### config.mk
export PLATFORM = sky130hd
export DESIGN_NAME = fifo_stream_arbiter
export DESIGN_NICKNAME = d
export VERILOG_FILES = /design/src/rtl/fifo_arb_pkg.sv /design/src/rtl/fifo_stream_arbiter_rr_pick.sv /design/src/rtl/fifo_stream_arbiter.sv
export SDC_FILE = /design/constraint.sdc
export NUM_CORES = 1
export LEC_CHECK = 0
export ABC_AREA = 0
export BUFFER_PORTS_ARGS = -buffer_cell sky130_fd_sc_hd__buf_2
export CORE_MARGIN = 2
export CORE_UTILIZATION = 30
export DETAILED_ROUTE_END_ITERATION = 10
export PLACE_DENSITY_LB_ADDON = 0.25
export REMOVE_ABC_BUFFERS = 1
export SLEW_MARGIN = 20
export SYNTH_ARGS = -nofsm -noshare
export SYNTH_HDL_FRONTEND = slang
export SYNTH_SLANG_ARGS = --single-unit
### constraint.sdc
create_clock -name BUS_CLK -period 1.7 [get_ports BUS_CLK]
set_clock_uncertainty 0.15 [all_clocks]
set_input_delay 0.085 -clock BUS_CLK [delete_from_list [all_inputs] [get_ports BUS_CLK]]
set_output_delay 0.085 -clock BUS_CLK [all_outputs]
set_load 0.01 [all_outputs]
### src/rtl/fifo_arb_pkg.sv
// Shared definitions for the FWFT stream arbiter and its helpers.
package fifo_arb_pkg;

  typedef enum logic {
    IDLE  = 1'b0,
    GRANT = 1'b1
  } arbState_t;

  // Source tag lands in the top nibble of the merged data word
  localparam int TAG_MSB = 31;
  localparam int TAG_LSB = 28;

  // Index width never drops below one bit so a single-channel build still has a port
  function automatic int idxWidth(input int n);
    return (n > 1) ? $clog2(n) : 1;
  endfunction

  // Burst counter must be able to hold MAX_BURST itself
  function automatic int cntWidth(input int maxBurst);
    return $clog2(maxBurst + 1);
  endfunction

  // Widths for the default build (N=4, MAX_BURST=16)
  localparam int IW = idxWidth(4);
  localparam int CW = cntWidth(16);

endpackage

### src/rtl/fifo_stream_arbiter_rr_pick.sv
// Combinational round-robin search: first request strictly after i_last, modulo N.
module rr_pick #(
  parameter int N     = 4,
  parameter int IDX_W = 2
) (
  input  logic [N-1:0]     i_req,
  input  logic [IDX_W-1:0] i_last,
  output logic             o_found,
  output logic [IDX_W-1:0] o_idx
);

  // Walk from the furthest candidate back towards last+1 so the nearest request wins
  always_comb begin
    o_found = 1'b0;
    o_idx   = '0;
    for (int k = N; k >= 1; k--) begin
      if (i_req[(int'(i_last) + k) % N]) begin
        o_found = 1'b1;
        o_idx   = IDX_W'((int'(i_last) + k) % N);
      end
    end
  end

endmodule

### src/rtl/fifo_stream_arbiter.sv
// Round-robin merge of N FWFT producer streams into one FWFT consumer port,
// with bounded bursts, optional source tagging and a sticky read-underflow flag.
module fifo_stream_arbiter
  import fifo_arb_pkg::*;
#(
  parameter int N         = 4,
  parameter int MAX_BURST = 16,
  parameter bit TAG_EN    = 1'b1,
  localparam int IDX_W    = idxWidth(N)
) (
  input  logic               BUS_CLK,
  input  logic               BUS_RST_N,
  input  logic [N-1:0]       CH_ENABLE,
  input  logic [N-1:0]       CH_EMPTY,
  input  logic [N*32-1:0]    CH_DATA,
  output logic [N-1:0]       CH_READ_NEXT,
  input  logic               FIFO_READ_NEXT_IN,
  output logic               FIFO_EMPTY_OUT,
  output logic [31:0]        FIFO_DATA_OUT,
  output logic               GRANT_VALID,
  output logic [IDX_W-1:0]   GRANT_IDX,
  output logic               READ_ERROR,
  input  logic               ERROR_CLR
);

  localparam int CNT_W = cntWidth(MAX_BURST);
  localparam logic [CNT_W-1:0] LAST_BEAT = CNT_W'(MAX_BURST - 1);
  localparam logic [IDX_W-1:0] LAST_CH   = IDX_W'(N - 1);

  arbState_t          r_state;
  logic               r_grantValid;
  logic [IDX_W-1:0]   r_grantIdx;
  logic [IDX_W-1:0]   r_last;
  logic [CNT_W-1:0]   r_count;
  logic               r_readError;

  logic [N-1:0]       w_request;
  logic               w_found;
  logic [IDX_W-1:0]   w_pickIdx;
  logic               w_chEmpty;
  logic               w_chEnable;
  logic               w_fifoEmpty;
  logic               w_accept;
  logic [31:0]        w_data;
  logic [N-1:0]       w_readNext;

  assign w_request = CH_ENABLE & ~CH_EMPTY;

  rr_pick #(
    .N     (N),
    .IDX_W (IDX_W)
  ) u_rrPick (
    .i_req   (w_request),
    .i_last  (r_last),
    .o_found (w_found),
    .o_idx   (w_pickIdx)
  );

  // Steer the granted channel onto the merged port straight from the registered grant
  always_comb begin
    w_chEmpty   = CH_EMPTY[r_grantIdx];
    w_chEnable  = CH_ENABLE[r_grantIdx];
    w_fifoEmpty = ~r_grantValid | w_chEmpty | ~w_chEnable;
    w_accept    = FIFO_READ_NEXT_IN & ~w_fifoEmpty;
    w_data      = CH_DATA[32*int'(r_grantIdx) +: 32];
    if (TAG_EN) begin
      w_data[TAG_MSB:TAG_LSB] = 4'(r_grantIdx);
    end
    w_readNext             = '0;
    w_readNext[r_grantIdx] = w_accept;
  end

  // Grant FSM: search in IDLE, hold the grant in GRANT until burst end, drain or disable
  always_ff @(posedge BUS_CLK or negedge BUS_RST_N) begin
    if (!BUS_RST_N) begin
      r_state      <= IDLE;
      r_grantValid <= 1'b0;
      r_grantIdx   <= '0;
      r_last       <= LAST_CH;
      r_count      <= '0;
    end else begin
      case (r_state)
        IDLE: begin
          if (w_found) begin
            r_grantIdx   <= w_pickIdx;
            r_grantValid <= 1'b1;
            r_count      <= '0;
            r_state      <= GRANT;
          end
        end
        GRANT: begin
          if (w_accept) begin
            r_count <= r_count + CNT_W'(1);
          end
          if (!w_chEnable || (w_accept && (r_count == LAST_BEAT)) || (w_chEmpty && !w_accept)) begin
            r_last       <= r_grantIdx;
            r_grantValid <= 1'b0;
            r_state      <= IDLE;
          end
        end
        default: begin
          r_grantValid <= 1'b0;
          r_state      <= IDLE;
        end
      endcase
    end
  end

  // Sticky underflow flag; a fresh violation beats a clear in the same cycle
  always_ff @(posedge BUS_CLK or negedge BUS_RST_N) begin
    if (!BUS_RST_N) begin
      r_readError <= 1'b0;
    end else if (FIFO_READ_NEXT_IN && w_fifoEmpty) begin
      r_readError <= 1'b1;
    end else if (ERROR_CLR) begin
      r_readError <= 1'b0;
    end
  end

  assign CH_READ_NEXT   = w_readNext;
  assign FIFO_EMPTY_OUT = w_fifoEmpty;
  assign FIFO_DATA_OUT  = w_data;
  assign GRANT_VALID    = r_grantValid;
  assign GRANT_IDX      = r_grantIdx;
  assign READ_ERROR     = r_readError;

endmodule

Word-level counts from Yosys, hierarchy flattened
Cells that the tools add are included.
- $add $sub $neg: 5
- $lt $le $gt $ge: 6
- eq/ne operators: 4
- shifts and indexed selects: 1
- multiplexer cells: 37
- bitwise logic cells: 14
- reductions and logical operators: 17
- operators with widths (kind ; count):
    $shiftx 128x8->28 ; 1
    $mux 1 ; 21
    $lt 3x4->1 const B ; 4
    $bmux 1 s2 ; 6
    $mux 5 ; 2
    $pmux 5 s2 ; 1
    $and 4x4->4 ; 2
    $mux 2 ; 4
    $reduce_and 2->1 ; 4
    $reduce_or 2->1 ; 4
    $ne 2x1->1 const B ; 3
    $add 5x1->5 const B ; 1
    $eq 5x4->1 const B ; 1
    $add 2x1->2 const B ; 2
    $add 2x2->2 const B ; 2
    $and 1x1->1 const A ; 4
    $logic_and 1x1->1 ; 4
    $not 1->1 ; 4
    $not 4->4 ; 1
    $pmux 1 s2 ; 2
    $lt 2x3->1 const B ; 1
    $demux 1 s2 ; 1
    $ge 2x1->1 const B ; 1
    $logic_not 1->1 ; 2
    other kinds (4) ; 6
- flip-flop bits (word level): 12
- logic and storage cells: 90

Longest topological paths before layout
Gate-level depths: netlist of run 1.
- word-level depth: 12
- mapped depth: 6

Modules after synthesis
From an unflattened synthesis of run 1, not the netlist that was laid out.
- cells, all modules: 120
- area, all modules: 1486.4 µm²
- modules (own cells, without submodules) (module ; times used ; cells each ; area each (µm²)):
    fifo_stream_arbiter ; 1 ; 106 ; 1395.1
    rr_pick ; 1 ; 14 ; 91.3

Worst setup path before layout of run 1
Ideal clock, no wire load.
- kind: register to register
- start point: reg r_grantIdx[0], in the netlist GRANT_IDX[0]
- end point: reg r_last[0]
- data arrival time: 1733 ps
- path slack: -268 ps
- stages on the path, launching flop included: 5
- path through: dfrtp_1 buf_2 mux4_2 o21ai_2 mux2_1
- cells in the longest elaborated chain, start to end: 10
- elaborated cells between the ends (all ways): 16
- those cells by class: mux: 4; bitwise: 5; reduce/logical: 7
- ends and longest elaborated chain (what ; line ; RTL):
    from (decl) ; fifo_stream_arbiter.sv:32 ; logic [IDX_W-1:0] r_grantIdx;
    from (signal assigned) ; fifo_stream_arbiter.sv:85 ; r_grantIdx <= w_pickIdx;
    $bmux 1 s2 (on tied branches) ; fifo_stream_arbiter.sv:61, fifo_stream_arbiter.sv:62 ;
    $mux 1 (on tied branches) ; fifo_stream_arbiter.sv:61, fifo_stream_arbiter.sv:62 ;
    $or 1x1->1 / $not 1->1 (equally long branches) ; fifo_stream_arbiter.sv:63 ; w_fifoEmpty = ~r_grantValid | w_chEmpty | ~w_chEnable;
    $or 1x1->1 ; fifo_stream_arbiter.sv:63 ;
    $not 1->1 ; fifo_stream_arbiter.sv:64 ; w_accept = FIFO_READ_NEXT_IN & ~w_fifoEmpty;
    $and 1x1->1 ; fifo_stream_arbiter.sv:64 ;
    $logic_and 1x1->1 / $logic_not 1->1 (equally long branches) ; fifo_stream_arbiter.sv:95 ; if (!w_chEnable || (w_accept && (r_count == LAST_BEAT)) || (w_chEmpty && !w_accept)) begin
    $logic_or 1x1->1 / $logic_and 1x1->1 (equally long branches) ; fifo_stream_arbiter.sv:95 ;
    $logic_or 1x1->1 ; fifo_stream_arbiter.sv:95 ;
    $reduce_and 2->1 (no line) ; n/a ;
    to (signal assigned) ; fifo_stream_arbiter.sv:96 ; r_last <= r_grantIdx;
    to (decl) ; fifo_stream_arbiter.sv:33 ; logic [IDX_W-1:0] r_last;
Parallel ways exist; a longest one is shown, timed or not. The select of a mux whose other input is x is not followed.
A chain may end at the register's enable or synchronous reset.

Final worst setup path of run 1
- start point: reg r_grantIdx[0], in the netlist GRANT_IDX[0]
- end point: out FIFO_EMPTY_OUT
- cells in the longest elaborated chain, start to end: 4
- elaborated cells between the ends (all ways): 7
- those cells by class: mux: 4; bitwise: 3
- ends and longest elaborated chain (what ; line ; RTL):
    $bmux 1 s2 (on tied branches) ; fifo_stream_arbiter.sv:61, fifo_stream_arbiter.sv:62 ;
    $mux 1 (on tied branches) ; fifo_stream_arbiter.sv:61, fifo_stream_arbiter.sv:62 ;
    $or 1x1->1 / $not 1->1 (equally long branches) ; fifo_stream_arbiter.sv:63 ;
    $or 1x1->1 * ; fifo_stream_arbiter.sv:63 ;
    to (decl) ; fifo_stream_arbiter.sv:18 ; output logic FIFO_EMPTY_OUT,
Every way passes the cells marked *; elsewhere a longest branch is shown, timed or not. The select of a mux whose other input is x is not followed.

==> results.md, run 1 <==
- Worst-path clk slew: 0.05 ns
- Min Clock Period, post-route: 1.79 ns
- Crit path DAT: 1.55 ns
- Die height: 73.7 um
- Post-synthesis compound-gate area fraction: 8.06%
- CP required: 1.46 ns
- Synth area leaders: mux4_2 45%, dfrtp_1 17%, dfstp_2 3.6%
- Most frequent cells in the layout: 151 x buf_2, 29 x mux4_2, 12 x buf_6
- Synth area leader: mux4_2
- Initial antenna violation count: 0
- # IOs: ~180
- Hold slack final: 0.0895 ns
- Sink Count: 12
- Final worst-path cycle share: 105%
- DRC violations left: 0
- Synth Area in Adders: 1.72%
- Synth warn: 0
- Die area: 5440 sq um
- DRT Pass-1 Iters: 6
- Layout fillers: ~430
- Starting density of the core: 31.1%
- WL/cell: 16.6 um
- Dpl ws: -0.124 ns
- Synth async-reset ratio: 100%
- Std cell rows: 25
- Placed cell area: 2360 sq um
- Post-synth EDFFs: 0
- Crit-path cells: mux4_2 -> nand2b_4 -> buf_6
- Core area: between 4000 and 5000 sq um
- Commonest non-fill, non-tap cell in the layout: buf_2
- Initial DRC count: 44
- Max Root-Sink Buffers: 2
- Post-route cell area: roughly 2600 sq um
- Status: finished with violations
- DR vias/cell: 4.99
- Failing checks: setup timing
- Endpoints failing hold: 0
- Layout cells sized above 1: 78.9%
- Crit path capture type: output pin
- Final setup fails: 36
- Worst skew pair latency: between 0.2 and 0.25 ns
- Gr usage total: approximately a fifth
- # Max-Cap Violations: 0
- Flops & latches, synth: 12
- Clock Root Buffer: clkbuf_8
- TritonCTS Buffers: 3
- Worst Slack Setup Final: -0.0876 ns
- CP Max Fanout: 3
- Diode count: 0
- Hold WC Path Type: input port to async pin
- Cell area after synthesis: about 1500 sq um
- Antenna viol nets, final: 0
- Max Clock Freq: 0.559 GHz
- Buffers on Ports: between 150 and 200
- NumNets Final: 427
- Area share of the largest cell type after synthesis: around 45%
- Peak supply drop: 0.948 mV
- WS Path Type: flip-flop to output pin
- WL final: 5620 um
- Final Max Tran Viols: 0
- Via count: around 1.7k
- Leakage: approximately 1.3 nW
- Worst path max stage delay: 0.59 ns
- Die X: between 70 and 80 um
- CP Launch Type: flip-flop
- First-pass GRT wire length: 7910 um
- DPL Wire Length: 4600 um
- Cells after synthesis: 116
- Unrepaired setup endpoints after global routing: yes
- TritonCTS clock tree: done
- Power Density: 1300 nW/um^2
- Post-synth top flop: dfrtp_1
- Simple-Gate Fraction of Synth Area: 12.3%
- Sequential element share of the synthesized area: 20.8%
- Routability cong.: 0.860
- H-tree levels: 1
- Avg Cell Area, Syn: between 10 and 15 sq um
- Post-Synth XOR/XNOR Area: 0.600%
- Crit-path slowest cell: mux4_2
- Gr ovfl total: 0
- Final TNS setup: -2.39 ns
- Pin count of the biggest net entering global routing: 36
- Largest family of logic cells by synthesized area: multiplexers
- Distinct cells, synth: 38
- Area Overhead vs Synth: 78.0%
- Post-synthesis mux area share: around half
- Vias in the first global route: roughly 1.7k
-- cell type report --
cell class              count  area (sq um)  share of cell area (%)
multi-input cells          84          1110                    42.6
repair buffers            177          1040                    39.9
flip-flops and latches     12           305                    11.8
well taps                  54          67.6                    2.60
clock buffers               4          55.1                    2.12
inverters                   7          26.3                    1.01
-- logic make-up (layout without fill, tap and decap cells) --
logic type,Yosys count,count (layout)
AO/OA/AOI/OAI,15,15
XOR/XNOR,1,1
adder cells (fa/ha/maj),2,2
buffers and inverters,21,188
flip-flops,12,12
multiplexers,35,35
other,1,2
AND/OR/NAND/NOR,29,29
-- per-stage QoR --
step / cells / util [%] / total power (W)
after floorplan: 103 / - / 0.00187
after global placement: 331 / 50.4 / 0.00271
after detailed placement: 331 / 50.4 / 0.00274
after CTS: 338 / 54.1 / 0.00325
after global routing: 338 / 55.3 / 0.00358
final: 338 / 55.3 / 0.00336
-- report_power, final --
| part | leakage, nW | switching [W] | internal (W) |
|---|---|---|---|
| combinational | 1.11 | 0.00110 | 0.00145 |
| sequential | 0.148 | 0.000110 | 0.000394 |
| clock | 0.0288 | 0.000106 | 0.000205 |
| total | 1.29 | 0.00132 | 0.00205 |
-- state kept, by name (all words and copies together) (netlist names) --
| name | cells |
|---|---|
| READ_ERROR | 1 |
| GRANT_IDX | 2 |
| GRANT_VALID | 1 |
| r_last | 2 |
| r_state | 1 |
| r_count | 5 |
-- Yosys cell counts, types with 2 or more instances --
cell type / number
nand2_1: 9
inv_1: 7
clkbuf_1: 5
mux2_1: 2
mux2i_1: 4
ha_1: 2
buf_2: 4
nand2b_1: 3
buf_4: 4
and3_1: 2
a22o_1: 2
mux4_2: 29
nand3_1: 3
dfrtp_1: 10
o31ai_1: 3
nand2b_4: 2
dfstp_2: 2
nor3_1: 3
-- path summary, 6_finish.rpt --
kind	end	slack, ns	startpoint	cells after the start
setup reg to reg	r_last[0]$_DFFE_PN1P_	-0.06	r_count[0]$_DFFE_PN0P_	6
max in group asynchronous	r_last[1]$_DFFE_PN1P_	1.04	BUS_RST_N	2
setup / recovery	FIFO_EMPTY_OUT	-0.09	GRANT_IDX[0]$_DFFE_PN0P_	3
min in group BUS_CLK	GRANT_IDX[0]$_DFFE_PN0P_	0.20	CH_EMPTY[0]	5
hold / removal	r_count[1]$_DFFE_PN0P_	0.09	BUS_RST_N	2
hold reg to reg	READ_ERROR$_DFFE_PN0P_	0.36	READ_ERROR$_DFFE_PN0P_	1
-- layer usage --
| metal | vias to the layer above | track usage [%] | part of all wire [%] | wire [um] |
|---|---|---|---|---|
| met5 | - | 0 | 0 | 0 |
| met4 | 0 | 5.66 | 1.7 | 98 |
| met3 | 10 | 1.65 | 6.6 | 371 |
| met2 | 83 | 35.7 | 53 | 3000 |
| met1 | 797 | 22.7 | 38 | 2150 |
| li1 | 798 | - | - | - |
-- what timing repair did --
| item | in CTS | in global routing |
|---|---|---|
| gates resized for setup | 18 | 11 |
| hold buffers | 3 | 0 |
| buffers inserted | 0 | 0 |
| gates cloned | 0 | 0 |
| setup endpoints to repair | 35 | 41 |
| pin swaps | 3 | 2 |
| hold endpoints to repair | 13 | 0 |
-- critical path: cells and delay by family, from the launching register on --
kind | cells | cell delay, ns
flip-flops | 1 | 0.42
AND/OR/NAND/NOR | 1 | 0.18
multiplexers | 1 | 0.59
buffers and inverters | 1 | 0.12
No activity file was read; power rests on OpenSTA's default activity.
==> run 2, diff against run 1 <==
- CTS_BUF_LIST: not set -> sky130_fd_sc_hd__clkbuf_4
==> results.md, run 2 (same netlist as run 1, synthesis figures left out) <==
- Peak supply drop: 0.982 mV (was 0.948 mV)
- Commonest non-fill, non-tap cell in the layout: buf_2 (unchanged)
- Total design power: 0.00325 W (was 0.00336 W)
- Status: finished with violations (unchanged)
- TritonCTS clock tree: done (unchanged)
- GR Util met2: 35.6% (was 35.7%)
- Initial antenna violation count: 0 (unchanged)
- Final Max Tran Viols: 0 (unchanged)
- Unrepaired setup endpoints after global routing: yes (unchanged)
- Met1 Usage GRT: 22.7% (unchanged)
- CP required: 1.46 ns (about the same)
- Final worst-path cycle share: 107% (was 105%)
- Core Util, Final: 54.8% (was 55.3%)
- R2r setup slk: -0.06 ns (about the same)
- Area Overhead vs Synth: 76.3% (was 78.0%)
- Initial DRC count: 34 (was 44)
- WL final: 5630 um (was 5620 um)
- Sink Count: 12 (unchanged)
- WL/cell: 16.7 um (was 16.6 um)
- Via count: 1,705 (was 1,688)
- Worst Slack Setup Final: -0.121 ns (was -0.0876 ns)
- Die height: 73.7 um (unchanged)
- Crit-path slowest cell: mux4_2 (unchanged)
- NumNets Final: 427 (unchanged)
- Buffers on Ports: 162 (unchanged)
- DRT Pass-1 Iters: 6 (unchanged)
- Pin count of the biggest net entering global routing: 36 (unchanged)
- CP Max Fanout: 3 (unchanged)
- # Max-Cap Violations: 0 (unchanged)
- Hold WC Path Type: input port to async pin (unchanged)
- Layout Cells excl Fill: 338 (unchanged)
- Placed insts: 331 (unchanged)
- DPL Wire Length: 4600 um (unchanged)
- Most frequent cells in the layout: 151 x buf_2, 29 x mux4_2, 12 x buf_6 (unchanged)
- First-pass GRT wire length: 7890 um (was 7910 um)
- Antenna viol nets, final: 0 (unchanged)
- Crit-path cells: mux4_2 -> nand2b_4 -> buf_6 (unchanged)
- Gr ovfl total: 0 (unchanged)
- Largest register FFs: 5 (unchanged)
- Diode count: 0 (unchanged)
- TritonCTS Buffers: 3 (unchanged)
- Bufs and invs on worst path: 1 (unchanged)
- # IOs: 181 (unchanged)
- Crit path DAT: 1.59 ns (was 1.55 ns)
- DR vias/cell: 5.04 (was 4.99)
- H-tree levels: 1 (unchanged)
- Routability cong.: 0.860 (unchanged)
- CP Launch Type: flip-flop (unchanged)
- GR Util met3: 1.65% (unchanged)
- Crit path capture type: output pin (unchanged)
- Worst-path clk slew: 0.08 ns (was 0.05 ns)
- WS Path Type: flip-flop to output pin (unchanged)
- Core area: 4690 sq um (unchanged)
- Worst path max stage delay: 0.59 ns (about the same)
- Worst path top cell family by delay: multiplexers (unchanged)
- Endpoints failing hold: 0 (unchanged)
- Max Root-Sink Buffers: 2 (unchanged)
- Power Density: 1260 nW/um^2 (was 1300 nW/um^2)
- Layout cells sized above 1: 78.9% (unchanged)
- Max Clock Freq: 0.549 GHz (was 0.559 GHz)
- Gr usage total: 19.0% (about the same)
- Final setup fails: 36 (unchanged)
- Busiest layer in global routing: met2 (unchanged)
- Die X: 73.7 um (unchanged)
- Starting density of the core: 31.1% (unchanged)
- Clock Root Buffer: clkbuf_4 (was clkbuf_8)
- Biggest register: r_count (unchanged)
- Die area: 5440 sq um (unchanged)
- Leakage: 1.28 nW (was 1.29 nW)
- Worst skew pair latency: 0.27 ns (was 0.24 ns)
- Std cell rows: 25 (unchanged)
- Layout fillers: 430 (was 428)
- Final TNS setup: -3.50 ns (was -2.39 ns)
- Vias in the first global route: 1,655 (was 1,665)
- Min Clock Period, post-route: 1.82 ns (was 1.79 ns)
- Post-CTS setup buffer count: 0 (unchanged)
- Failing checks: setup timing (unchanged)
- DRC violations left: 0 (unchanged)
==> run 2: path summary, 6_finish.rpt <==
kind,from,endpoint,cells past startpoint
max,GRANT_IDX[0]$_DFFE_PN0P_,FIFO_EMPTY_OUT,3
max in group asynchronous,BUS_RST_N,r_last[1]$_DFFE_PN1P_,2
max reg2reg,GRANT_IDX[0]$_DFFE_PN0P_,r_last[0]$_DFFE_PN1P_,3
min in group BUS_CLK,CH_EMPTY[0],GRANT_IDX[0]$_DFFE_PN0P_,5
min reg2reg,READ_ERROR$_DFFE_PN0P_,READ_ERROR$_DFFE_PN0P_,1
min,BUS_RST_N,r_count[1]$_DFFE_PN0P_,2
==> run 2: power by group <==
part           switching (W)  internal (W)
Clock              0.0000999     0.0000850
Combinational        0.00111       0.00145
Sequential          0.000109      0.000393
Total                0.00132       0.00193
==> run 2: worst register-to-register path, delay by kind of cell, from the launching register on <==
kind           cells  cell delay, ns
AO/OA/AOI/OAI      1            0.22
flip-flops         1            0.43
multiplexers       2            0.90
==> run 2: area by class of cell <==
| class | count | area [sq um] | share of cell area (%) |
|---|---|---|---|
| clock buffer | 3 | 22.5 | 0.875 |
| clock inverter | 1 | 3.75 | 0.146 |
| inverter | 7 | 26.3 | 1.02 |
| multi-input combinational | 84 | 1110 | 43.2 |
| sequential | 12 | 305 | 11.9 |
| tap | 54 | 67.6 | 2.63 |
| timing repair buffer | 177 | 1040 | 40.3 |
==> run 2: through the flow <==
| step | hold WS (ns) | area, sq um | setup WS, ns |
|---|---|---|---|
| after floorplan | -0.361 | 1380 | -1.28 |
| after global placement | -0.174 | 2360 | -0.110 |
| after detailed placement | -0.175 | 2360 | -0.124 |
| after CTS | 0.0487 | 2510 | -0.142 |
| after global routing | 0.0790 | 2570 | -0.204 |
| final | 0.0488 | 2570 | -0.121 |
==> run 2: repair_timing <==
item,in CTS,in global routing
endpoints found under the setup margin,35,42
hold buffers,3,0
endpoints found under the hold margin,13,0
pin swaps,3,2
resized for setup,18,12
==> run 2: metal layers <==
layer,up-vias,wire length [um]
li1,799,-
met2,80,3010
met5,-,0
met3,10,356
met4,0,98
met1,816,2170
